## src/rtl/scanline_fetcher_pkg.sv

```systemverilog
// Shared state encoding, map-word layout and scanline-memory layout constants
// for the scanline fetcher and its address generator.
package scanline_fetcher_pkg;

    typedef enum logic [3:0] {
        ST_IDLE  = 4'd0,
        ST_MAP0  = 4'd1,
        ST_MAP1  = 4'd2,
        ST_PAT0  = 4'd3,
        ST_PAT1  = 4'd4,
        ST_PAL0  = 4'd5,
        ST_PAL1  = 4'd6,
        ST_PAL2  = 4'd7,
        ST_PAL3  = 4'd8,
        ST_DRAIN = 4'd9
    } fetch_state_t;

    localparam int MAP_TILE_LSB = 0;
    localparam int MAP_TILE_MSB = 7;
    localparam int MAP_PAL_LSB  = 8;
    localparam int MAP_PAL_MSB  = 11;

    localparam logic [7:0] VMEM_COLOUR_BASE  = 8'h00;
    localparam logic [7:0] VMEM_PATTERN_BASE = 8'h80;

    localparam int PIXELS_PER_BLOCK = 12;
    localparam int NUM_COLUMNS      = 64;
    localparam logic [4:0] LAST_PAIR = 5'(NUM_COLUMNS / 2 - 1);

    // tile * PIXELS_PER_BLOCK built from two shifts so no multiplier is inferred
    function automatic logic [13:0] tile_row_offset(input logic [7:0] tile);
        logic [13:0] t;
        t = {6'd0, tile};
        return (t << 3) + (t << 2);
    endfunction

endpackage

```

## src/rtl/scanline_fetcher_fetch_addr_gen.sv

```systemverilog
// Combinational main-memory read address for each step of a column-pair fetch.
module fetch_addr_gen
    import scanline_fetcher_pkg::*;
#(
    parameter logic [13:0] MAP_BASE = 14'h0000,
    parameter logic [13:0] PAT_BASE = 14'h1000,
    parameter logic [13:0] PAL_BASE = 14'h1C00
) (
    input  fetch_state_t state,
    input  logic [4:0]   pair,
    input  logic [5:0]   y_block,
    input  logic [3:0]   y_pixel,
    input  logic [5:0]   x_block_start,
    input  logic [11:0]  map_e,
    input  logic [7:0]   map_o_tile,
    output logic [13:0]  mem_addr
);

    logic [5:0]  col_even_s;
    logic [5:0]  col_odd_s;
    logic [13:0] pat_row_s;

    // Column indices wrap naturally in 6 bits, giving the scroll wrap-around
    assign col_even_s = x_block_start + {pair, 1'b0};
    assign col_odd_s  = col_even_s + 6'd1;
    assign pat_row_s  = {10'd0, y_pixel};

    // Read address selection per fetch step; idle/drain park on the map base
    always_comb begin
        mem_addr = MAP_BASE;
        case (state)
            ST_MAP0: mem_addr = MAP_BASE + {2'b00, y_block, col_even_s};
            ST_MAP1: mem_addr = MAP_BASE + {2'b00, y_block, col_odd_s};
            ST_PAT0: mem_addr = PAT_BASE + tile_row_offset(map_e[MAP_TILE_MSB:MAP_TILE_LSB]) + pat_row_s;
            ST_PAT1: mem_addr = PAT_BASE + tile_row_offset(map_o_tile) + pat_row_s;
            ST_PAL0: mem_addr = PAL_BASE + {8'd0, map_e[MAP_PAL_MSB:MAP_PAL_LSB], 2'd0};
            ST_PAL1: mem_addr = PAL_BASE + {8'd0, map_e[MAP_PAL_MSB:MAP_PAL_LSB], 2'd1};
            ST_PAL2: mem_addr = PAL_BASE + {8'd0, map_e[MAP_PAL_MSB:MAP_PAL_LSB], 2'd2};
            ST_PAL3: mem_addr = PAL_BASE + {8'd0, map_e[MAP_PAL_MSB:MAP_PAL_LSB], 2'd3};
            default: mem_addr = MAP_BASE;
        endcase
    end

endmodule

```

## src/rtl/scanline_fetcher.sv

```systemverilog
// Fetches one line of tile-map, pattern and palette data from main memory into
// the scanline memory, one column pair every eight cycles.
module scanline_fetcher
    import scanline_fetcher_pkg::*;
#(
    parameter logic [13:0] MAP_BASE = 14'h0000,
    parameter logic [13:0] PAT_BASE = 14'h1000,
    parameter logic [13:0] PAL_BASE = 14'h1C00
) (
    input  logic        clk,
    input  logic        rst,
    input  logic        start,
    input  logic [5:0]  y_block,
    input  logic [3:0]  y_pixel,
    input  logic [5:0]  x_block_start,
    output logic [13:0] mem_addr,
    input  logic [11:0] mem_data,
    output logic [7:0]  vmem_addr,
    output logic [11:0] vmem_data,
    output logic        vmem_wren,
    output logic        busy,
    output logic        done
);

    fetch_state_t state_r;
    fetch_state_t next_state_s;
    logic [4:0]   pair_r;
    logic [5:0]   y_block_r;
    logic [3:0]   y_pixel_r;
    logic [5:0]   x_start_r;
    logic [11:0]  map_e_r;
    logic [7:0]   map_o_r;
    logic         wr_en_s;
    logic [7:0]   wr_addr_s;

    fetch_addr_gen #(
        .MAP_BASE (MAP_BASE),
        .PAT_BASE (PAT_BASE),
        .PAL_BASE (PAL_BASE)
    ) u_addr_gen (
        .state         (state_r),
        .pair          (pair_r),
        .y_block       (y_block_r),
        .y_pixel       (y_pixel_r),
        .x_block_start (x_start_r),
        .map_e         (map_e_r),
        .map_o_tile    (map_o_r),
        .mem_addr      (mem_addr)
    );

    // Read data arrives one cycle after its address, so it is written straight through
    assign vmem_data = mem_data;

    // Fetch state register
    always_ff @(posedge clk) begin
        if (rst) begin
            state_r <= ST_IDLE;
        end else begin
            state_r <= next_state_s;
        end
    end

    // Next-state sequencing through the eight steps of each column pair
    always_comb begin
        next_state_s = state_r;
        case (state_r)
            ST_IDLE: begin
                if (start) begin
                    next_state_s = ST_MAP0;
                end else begin
                    next_state_s = ST_IDLE;
                end
            end
            ST_MAP0: next_state_s = ST_MAP1;
            ST_MAP1: next_state_s = ST_PAT0;
            ST_PAT0: next_state_s = ST_PAT1;
            ST_PAT1: next_state_s = ST_PAL0;
            ST_PAL0: next_state_s = ST_PAL1;
            ST_PAL1: next_state_s = ST_PAL2;
            ST_PAL2: next_state_s = ST_PAL3;
            ST_PAL3: begin
                if (pair_r == LAST_PAIR) begin
                    next_state_s = ST_DRAIN;
                end else begin
                    next_state_s = ST_MAP0;
                end
            end
            ST_DRAIN: next_state_s = ST_IDLE;
            default:  next_state_s = ST_IDLE;
        endcase
    end

    // Destination of the read issued this cycle; map reads produce no write
    always_comb begin
        wr_en_s   = 1'b0;
        wr_addr_s = VMEM_COLOUR_BASE;
        case (state_r)
            ST_PAT0: begin
                wr_en_s   = 1'b1;
                wr_addr_s = VMEM_PATTERN_BASE + {2'b00, pair_r, 1'b0};
            end
            ST_PAT1: begin
                wr_en_s   = 1'b1;
                wr_addr_s = VMEM_PATTERN_BASE + {2'b00, pair_r, 1'b1};
            end
            ST_PAL0: begin
                wr_en_s   = 1'b1;
                wr_addr_s = VMEM_COLOUR_BASE + {1'b0, pair_r, 2'd0};
            end
            ST_PAL1: begin
                wr_en_s   = 1'b1;
                wr_addr_s = VMEM_COLOUR_BASE + {1'b0, pair_r, 2'd1};
            end
            ST_PAL2: begin
                wr_en_s   = 1'b1;
                wr_addr_s = VMEM_COLOUR_BASE + {1'b0, pair_r, 2'd2};
            end
            ST_PAL3: begin
                wr_en_s   = 1'b1;
                wr_addr_s = VMEM_COLOUR_BASE + {1'b0, pair_r, 2'd3};
            end
            default: begin
                wr_en_s   = 1'b0;
                wr_addr_s = VMEM_COLOUR_BASE;
            end
        endcase
    end

    // Line parameters, pair counter and captured map words
    always_ff @(posedge clk) begin
        if (rst) begin
            pair_r    <= 5'd0;
            y_block_r <= 6'd0;
            y_pixel_r <= 4'd0;
            x_start_r <= 6'd0;
            map_e_r   <= 12'd0;
            map_o_r   <= 8'd0;
        end else begin
            if ((state_r == ST_IDLE) && start) begin
                y_block_r <= y_block;
                y_pixel_r <= y_pixel;
                x_start_r <= x_block_start;
                pair_r    <= 5'd0;
            end else if (state_r == ST_PAL3) begin
                pair_r <= pair_r + 5'd1;
            end
            if (state_r == ST_MAP1) begin
                map_e_r <= mem_data;
            end
            if (state_r == ST_PAT0) begin
                map_o_r <= mem_data[MAP_TILE_MSB:MAP_TILE_LSB];
            end
        end
    end

    // Registered write strobe, write address and status flags
    always_ff @(posedge clk) begin
        if (rst) begin
            vmem_wren <= 1'b0;
            vmem_addr <= 8'd0;
            busy      <= 1'b0;
            done      <= 1'b0;
        end else begin
            vmem_wren <= wr_en_s;
            if (wr_en_s) begin
                vmem_addr <= wr_addr_s;
            end
            busy <= (next_state_s != ST_IDLE);
            done <= (next_state_s == ST_DRAIN);
        end
    end

endmodule

```

## config.mk

```make
export PLATFORM = sky130hd
export DESIGN_NAME = scanline_fetcher
export DESIGN_NICKNAME = d
export VERILOG_FILES = /design/src/rtl/scanline_fetcher_pkg.sv /design/src/rtl/scanline_fetcher_fetch_addr_gen.sv /design/src/rtl/scanline_fetcher.sv
export SDC_FILE = /design/constraint.sdc
export NUM_CORES = 1
export LEC_CHECK = 0
export CAP_MARGIN = 25
export CORE_ASPECT_RATIO = 0.8
export CORE_MARGIN = 5
export CORE_UTILIZATION = 58
export DETAILED_ROUTE_END_ITERATION = 16
export PLACE_DENSITY = 0.84
export RECOVER_POWER = 100
export SLEW_MARGIN = 40
export SYNTH_ARGS = -nofsm -noshare
export SYNTH_HDL_FRONTEND = slang
export SYNTH_SLANG_ARGS = --single-unit
```

## constraint.sdc

```tcl
create_clock -name clk -period 5.2 [get_ports clk]
set_clock_uncertainty 0.2 [all_clocks]
set_input_delay 1.04 -clock clk [delete_from_list [all_inputs] [get_ports clk]]
set_output_delay 1.04 -clock clk [all_outputs]
set_load 0.02 [all_outputs]
```

==> flow_results.org, run 1 <==
** STA
- Time the worst path needs with I/O delays and setup :: 4.72 ns
- On the final layout, the worst hold slack is 0.264 ns.
- Unrepaired setup endpoints after global routing :: no
- Setup violations remaining at the end of the flow were counted as 0.
- Setup total negative slack on the finished layout was measured at 0 ns.
- After layout, the worst path uses 90.8% of the clock period.
- The count of final max-slew check failures was 55.
- Timing would allow up to 0.212 GHz.
- Worst rel slew slack :: -62.0%
- For the pin with the worst max-slew slack, the measured transition is 2.43 ns.
- Post-route setup slack :: 0.476 ns
- Number of failing hold endpoints at the final stage :: 0

** Detailed routing
- After the first detailed-routing iteration, the DRC count stood at 237.
- WL per Instance :: 16.3 um
- Across all layers, the routed design uses 3657 vias.
- Number of vias per cell after detailed routing :: 5.94
- Summed over all layers, the routed wires come to 10000 um.
- # DRC :: 0
- Pre-Repair DR Iteration Count :: 5
- Antenna viol nets, final :: 0

** CTS
- H-tree depth reported by CTS :: 2
- In this run the deepest clock path goes through 2 buffers.
- The clock drives 56 sinks.
- In this run the post-CTS setup repair buffer count came out at 0.
- CTS tree :: yes
- Library cell used as clock root buffer :: sky130_fd_sc_hd__clkbuf_8
- Post-cts sizing count :: 0
- Number of CTS-inserted buffers :: 5
- For the worst-skew pair, the clock arrives at the later sink with an insertion delay of approximately 0.33 ns.
- Clock slew at the register clock pins of the worst setup and hold paths :: about 0.11 ns
- CTS Hold Buffers Added :: 0

** Cells and area
- Leaving out fill and tap cells, the most frequent cell in the layout is sky130_fd_sc_hd__nand2_1.
- Most frequent cells in the layout :: 91 x sky130_fd_sc_hd__nand2_1, 56 x sky130_fd_sc_hd__dfxtp_1, 53 x sky130_fd_sc_hd__a21oi_1
- Net count of the finished layout :: slightly below 600
- Layout cell share with drive strength beyond 1 :: 6.20%
- Relative to the synthesized area, the layout overhead comes to 17.5%.
- Antenna Diode Count :: 0

** Outcome
- Violations in the final reports :: capacitance limit, slew limit
- The run finished, with violations left.

** Synthesis
- Share of synthesized cell area in and, or, nand and nor gates :: about a quarter
- Dividing the synthesized area by the synthesized cell count gives approximately 8 um2.
- The Yosys step of the flow raised 0 warnings.
- Synth Area in Compound Gates :: 19.8%
- The portion of synthesized area spent on multiplexers is 1.28%.
- For this run, the leading register cell type out of synthesis is sky130_fd_sc_hd__dfxtp_1.
- Largest area contributor in the synthesized netlist :: sky130_fd_sc_hd__dfxtp_1
- Proportion of register bits with asynchronous set or reset after synthesis :: 0%
- By area, the combinational part of the netlist is dominated by simple AND/OR/NAND/NOR gates.
- XOR/XNOR share of the synthesized area :: 8.80%
- Of the total synthesized cell area, the portion taken by full adders, half adders and majority gates is 11.8%.
- Post-synth top area share :: 28.6%
- Cell area after technology mapping :: approximately 3900 um2
- After synthesis, flip-flops and latches occupy 28.6% of the total area.
- Number of enable flip-flop cells after synthesis :: 0
- Synthesis-stage register bit count :: 56
- Number of distinct standard cells referenced by the synthesized netlist :: 63
- Top area cells in the synthesized netlist :: sky130_fd_sc_hd__dfxtp_1 29%, sky130_fd_sc_hd__ha_1 9.2%, sky130_fd_sc_hd__nand2_1 8.7%
- Synthesis produced a netlist with a net count of 556.
- Counting every instance in the synthesized netlist gives 491.

** Floorplan
- For this configuration, the core starts out at a cell density of between 60% and 70%.
- The floorplan step set the die width to 102 um.
- The initialized floorplan defines 26 standard-cell rows.
- Area of the die :: 8520 um2
- I/O pins :: 68
- Area of the core :: roughly 6500 um2
- Chip height :: 83.6 um

** Critical path
- Among the stages of the critical path, the cell type that occurs most often is sky130_fd_sc_hd__o21ai_1.
- Worst Path Required :: 3.96 ns
- Launching element type of the critical path :: flip-flop
- On the worst path, the slowest cell contributes a delay of 0.70 ns.
- Among all stages on the critical path, the largest delay is contributed by sky130_fd_sc_hd__dlygate4sd3_1.
- CP endpoint kind :: output pin
- Worst path arrival time :: 3.48 ns
- Critical path fanouts, max :: 4
- Traced cell by cell, the critical path runs through ha_1, fa_1, a211oi_2, o21ai_1, a21o_1, xnor2_2, nor4_1, nand3_1, o21ai_1, dlygate4sd3_1.
- Critical path start-end classification :: reg2out

** Place
- Port Buf Inserts :: 67
- HPWL Detailed :: 7570 um
- RD Place Congestion :: 0.894
- Setup slack at placement :: 0.896 ns

** Run
- Max-cap violations :: 1

** Power and ir drop
- Dividing total power by cell area gives a power density of approximately 220 nW/um2.
- The analysis attributes to cell leakage a power of 1.90 nW.
- The completed layout was analyzed and its total power is 1.02 mW.
- VDD IR-drop max :: roughly 180 uV

** GRT
- Wire length of the first global-routing pass :: 16500 um
- Sum of overflow across all layers after global routing :: 0
- Via count of the first global-routing pass :: between 3000 and 4000
- Initial antenna violation count :: 0
- Entering global routing, the biggest net connects 55 pins.
- Global routing consumed, over all layers together, between 20% and 30% of the routing resources.

** Worst hold path
- Classification of the worst-slack hold path :: reg2reg
[sequential cells by signal, indices dropped and copies added, names as in the netlist]
register	flops
x_start_r	6
map_o_r	8
vmem_addr	8
map_e_r	12
state_r	4
y_block_r	6
y_pixel_r	4
done	1
vmem_wren	1
busy	1
pair_r	5
[critical path, delay by kind of cell, from the launching register on]
family                   cells  cell delay (ns)
adder cells (fa/ha/maj)      2             0.68
XOR/XNOR                     1             0.18
flip-flops                   1             0.38
buffers and inverters        1             0.70
AO/OA/AOI/OAI                4             0.70
AND/OR/NAND/NOR              2             0.54
[logic make-up after synthesis]
family,Yosys count
xor gates and xnor gates,36
DFF,56
AOI/OAI and AO/OA,120
and+or+nand+nor,190
muxes,5
buffers and inverters,50
adders and majority gates,34
[layout make-up]
cell class                      count  area, um2
Timing Repair Buffer               69        679
Clock inverter                      3       28.8
Fill cell                         547       1860
Inverter                           14       52.6
Tap cell                           84        105
Sequential cell                    56       1120
Multi-Input combinational cell    385       2560
Clock buffer                        5       68.8
[stage by stage]
step,instances,utilization (%),area (um2)
after global routing,616,71.3,4610
after CTS,616,71.2,4610
after global placement,608,69.7,4510
after floorplan,491,-,3930
final,616,71.3,4610
after detailed placement,608,69.7,4510
[where the power goes]
| group | internal, mW | leakage, nW | switching (mW) |
|---|---|---|---|
| sequential | 0.454 | 0.455 | 0.0299 |
| clock | 0.102 | 0.0511 | 0.165 |
| combinational | 0.111 | 1.39 | 0.158 |
[routing by layer]
metal	part of all wire (%)	wire (um)	up-vias	track usage [%]
met4	0.63	63	0	5.13
met2	45	4520	136	37.1
li1	-	-	1784	-
met1	47	4710	1729	32.7
met3	7.4	744	8	4.93
met5	0	0	-	0
[final timing paths]
check | cells after the start | slack, ns | to | start
min reg2reg | 2 | 0.26 | y_pixel_r[1]$_SDFFE_PP0P_ | y_pixel_r[1]$_SDFFE_PP0P_
min | 2 | 0.26 | y_pixel_r[1]$_SDFFE_PP0P_ | y_pixel_r[1]$_SDFFE_PP0P_
max reg2reg | 5 | 2.65 | vmem_addr[5]$_SDFFE_PP0P_ | state_r[2]$_SDFF_PP0_
max | 10 | 0.48 | mem_addr[13] | map_o_r[1]$_SDFFE_PP0P_
[synth_stat cells, drive strengths merged (2+ instances only)]
cell	count
a21o	7
nand3	14
xnor2	17
nor3	14
nand2	92
or3	2
o221ai	2
a221oi	3
nor4	4
a21oi	54
inv	14
o211ai	3
dfxtp	56
and2	2
nand4	2
a22oi	6
o21ai	23
nor3b	2
or4b	2
nor2b	6
a211oi	5
nor2	33
mux2i	5
ha	29
a222oi	5
buf	24
or3b	2
nand3b	2
xor2	19
o2111ai	3
and3	4
fa	5
clkbuf	12
nand2b	4
Power figures use the tool's default switching activity.
==> run 2: changes to the inputs <==
- CORE_MARGIN: 5 -> unset
- HOLD_SLACK_MARGIN: unset -> 0.06
- RECOVER_POWER: 100 -> unset
==> run 2 against run 1 <==
  * The flow now finishes without violations
  * Worst hold slack improved by 0.0050 ns
  * Critical path depth unchanged
  * Clock power decreased by 3%
  * Setup slack gained 0.059 ns
  * Flip-flop and latch count stayed put
  * Cell area rose by 0.14%
==> flow_results.org, run 2 (synthesis results as in run 1) <==
** Outcome
- Run status :: completed

** Cells and area
- In the final design database the tool counted between 500 and 600 nets.
- From synthesis to final layout, the design area changed by 17.7%.
- The largest registers in the layout are map_e_r: 12 flops, map_o_r: 8 flops, vmem_addr: 8 flops.
- The library cell used most frequently in the layout, excluding fill and tap cells, is sky130_fd_sc_hd__nand2_1.
- Layout cell share with drive strength beyond 1 :: 6.58%
- The register with the most flip-flops in the layout has 12 of them.
- Most frequent cells in the layout :: 91 x sky130_fd_sc_hd__nand2_1, 66 x sky130_fd_sc_hd__clkdlybuf4s50_1, 56 x sky130_fd_sc_hd__dfxtp_1
- The register with the most flip-flops in the final layout is map_e_r.
- Count of placed standard cells in the final layout, fillers left out :: 616
- 0 antenna diodes ended up in the layout.

** Detailed routing
- After detailed routing, the number of remaining DRC violations is 0.
- The routed design has 9620 um of wire.
- Pre-Repair DR Iteration Count :: 5
- Vias :: between 3000 and 4000
- WL per Instance :: 15.6 um
- For this block, the initial DRC count from the detailed router was approximately 290.
- In the routed layout, each cell is associated on average with a via count of 5.93.
- Antenna viol nets, final :: 0

** Critical path
- Launching element type of the critical path :: flip-flop
- Setup crit start :: map_e_r[1]$_SDFFE_PP0P_
- Critical path fanouts, max :: 4
- Startpoint of the worst register-to-register path :: state_r[2]$_SDFF_PP0_
- Critical path start-end classification :: reg2out
- Data on the critical path arrives at its endpoint at roughly 3.4 ns.
- Worst Path Required :: 3.96 ns
- STA classifies the critical path endpoint as an output pin.

** STA
- Setup Viol. Count Final :: 0
- Total count of max-transition violations in the final report :: 0
- Headroom to the max-slew limit came out at 49.5%.
- Final hold analysis gives a worst-case slack of 0.269 ns.
- Static timing analysis puts the maximum clock frequency at between 0.2 and 0.25 GHz.
- In the final timing run, aggregate negative setup slack is 0 ns.
- Period Utilization, post-route :: 89.7%
- Number of failing hold endpoints at the final stage :: 0
- Post-route setup slack :: 0.535 ns
- Pin slew with the least headroom to its limit :: 0.755 ns
- The worst path needs between 4 and 5 ns of the cycle, external delays included.
- Setup repair after global routing left no endpoint under its margin.

** Power and ir drop
- Total power divided by cell area :: approximately 220 nW/um2
- For this design the static power due to leakage is between 1.5 and 2 nW.
- The worst-case IR drop observed on VDD is 145 uV.

** Place
- HPWL Detailed :: roughly 7300 um
- Cells after DPL :: 608
- Port Buf Inserts :: 67
- Setup slack at placement :: 0.901 ns
- The congestion estimate from routability-driven global placement came to 0.876.

** Floorplan
- The floorplan step defined a die boundary enclosing ~7100 um2.
- The floorplan has 26 rows.
- From bottom edge to top edge, the die measures 75.6 um.
- The core region is 6470 um2.
- For this design the top-level I/O count stands at 68.
- From left edge to right edge, the die measures 94.0 um.
- Initial core utilization :: 60.6%

** CTS
- CTS tree :: yes
- Sinks on the clock net :: 56
- In this run the deepest clock path goes through 2 buffers.
- Insertion delay of the later-clocked pin in the worst-skew pair :: around 0.32 ns
- For this design, the CTS-stage hold fixing added 0 buffers.
- Post-CTS repair changed the size of 0 cells.
- Buffers inserted during clock tree synthesis total 5.
- Library cell used as clock root buffer :: sky130_fd_sc_hd__clkbuf_8
- After clock tree synthesis, the clock-pin slew on the worst setup and hold paths is 0.11 ns.
- After clock tree synthesis, the setup repair step added 0 buffers.
- H-tree depth reported by CTS :: 2

** GRT
- Wire length of the first global-routing pass :: approximately 16000 um
- Sum of overflow across all layers after global routing :: 0
- Entering global routing, the biggest net connects 55 pins.
- The initial antenna violation count is 0.
- The number of global-route vias before repair was 3275.
- Global routing usage summed across all routing layers :: 28.5%

** Worst hold path
- Classification of the worst-slack hold path :: reg2reg
- Worst min-delay path startpoint :: y_pixel_r[1]$_SDFFE_PP0P_

** Run
- Max-cap violations :: 0
-- run 2: layer usage --
| metal | GRT usage (%) | vias to the layer above | wire length (um) |
|---|---|---|---|
| met4 | 5.98 | 0 | 77 |
| li1 | - | 1787 | - |
| met1 | 40.4 | 1734 | 4700 |
| met3 | 4.29 | 8 | 617 |
| met2 | 46.4 | 124 | 4220 |
| met5 | 0 | - | 0 |
-- run 2: final cells by class --
cell class | instances | area (um2)
clock buffers | 5 | 68.8
inverters | 14 | 52.6
repair buffers | 69 | 683
well taps | 84 | 105
clock inverters | 3 | 26.3
flip-flops and latches | 56 | 1120
fillers | 538 | 1850
multi-input cells | 385 | 2560
-- run 2: path summary, 6_finish.rpt --
path	endpoint	slack, ns	cells after the start
worst min register to register	y_pixel_r[1]$_SDFFE_PP0P_	0.27	2
worst max-delay path	mem_addr[9]	0.53	10
worst max register to register	vmem_addr[5]$_SDFFE_PP0P_	2.72	5
worst min-delay path	y_pixel_r[1]$_SDFFE_PP0P_	0.27	2
-- run 2: report_power, final --
group	leakage, nW	internal, mW	total (mW)	switching [mW]
combinational	1.31	0.117	0.275	0.157
sequential	0.455	0.454	0.484	0.0300
clock	0.0491	0.0996	0.258	0.158
-- run 2: through the flow --
step | instance area, um2 | power [mW] | util [%]
6_report | 4620 | 1.02 | 71.4
4_1_cts | 4610 | 1.02 | 71.2
3_3_place_gp | 4510 | 0.755 | 69.7
5_1_grt | 4620 | 1.07 | 71.4
2_1_floorplan | 3930 | 0.671 | -
3_5_place_dp | 4510 | 0.763 | 69.7
-- run 2: worst max-delay path: stages (launching register included) --
cell,delay [ns]
sky130_fd_sc_hd__dfxtp_1,0.38
sky130_fd_sc_hd__ha_1,0.24
sky130_fd_sc_hd__fa_1,0.44
sky130_fd_sc_hd__a21o_1,0.18
sky130_fd_sc_hd__a21oi_1,0.24
sky130_fd_sc_hd__xor2_1,0.11
sky130_fd_sc_hd__nor3_1,0.35
sky130_fd_sc_hd__nand2_1,0.12
sky130_fd_sc_hd__xnor2_1,0.30
sky130_fd_sc_hd__o221ai_1,0.18
sky130_fd_sc_hd__clkdlybuf4s50_1,0.58
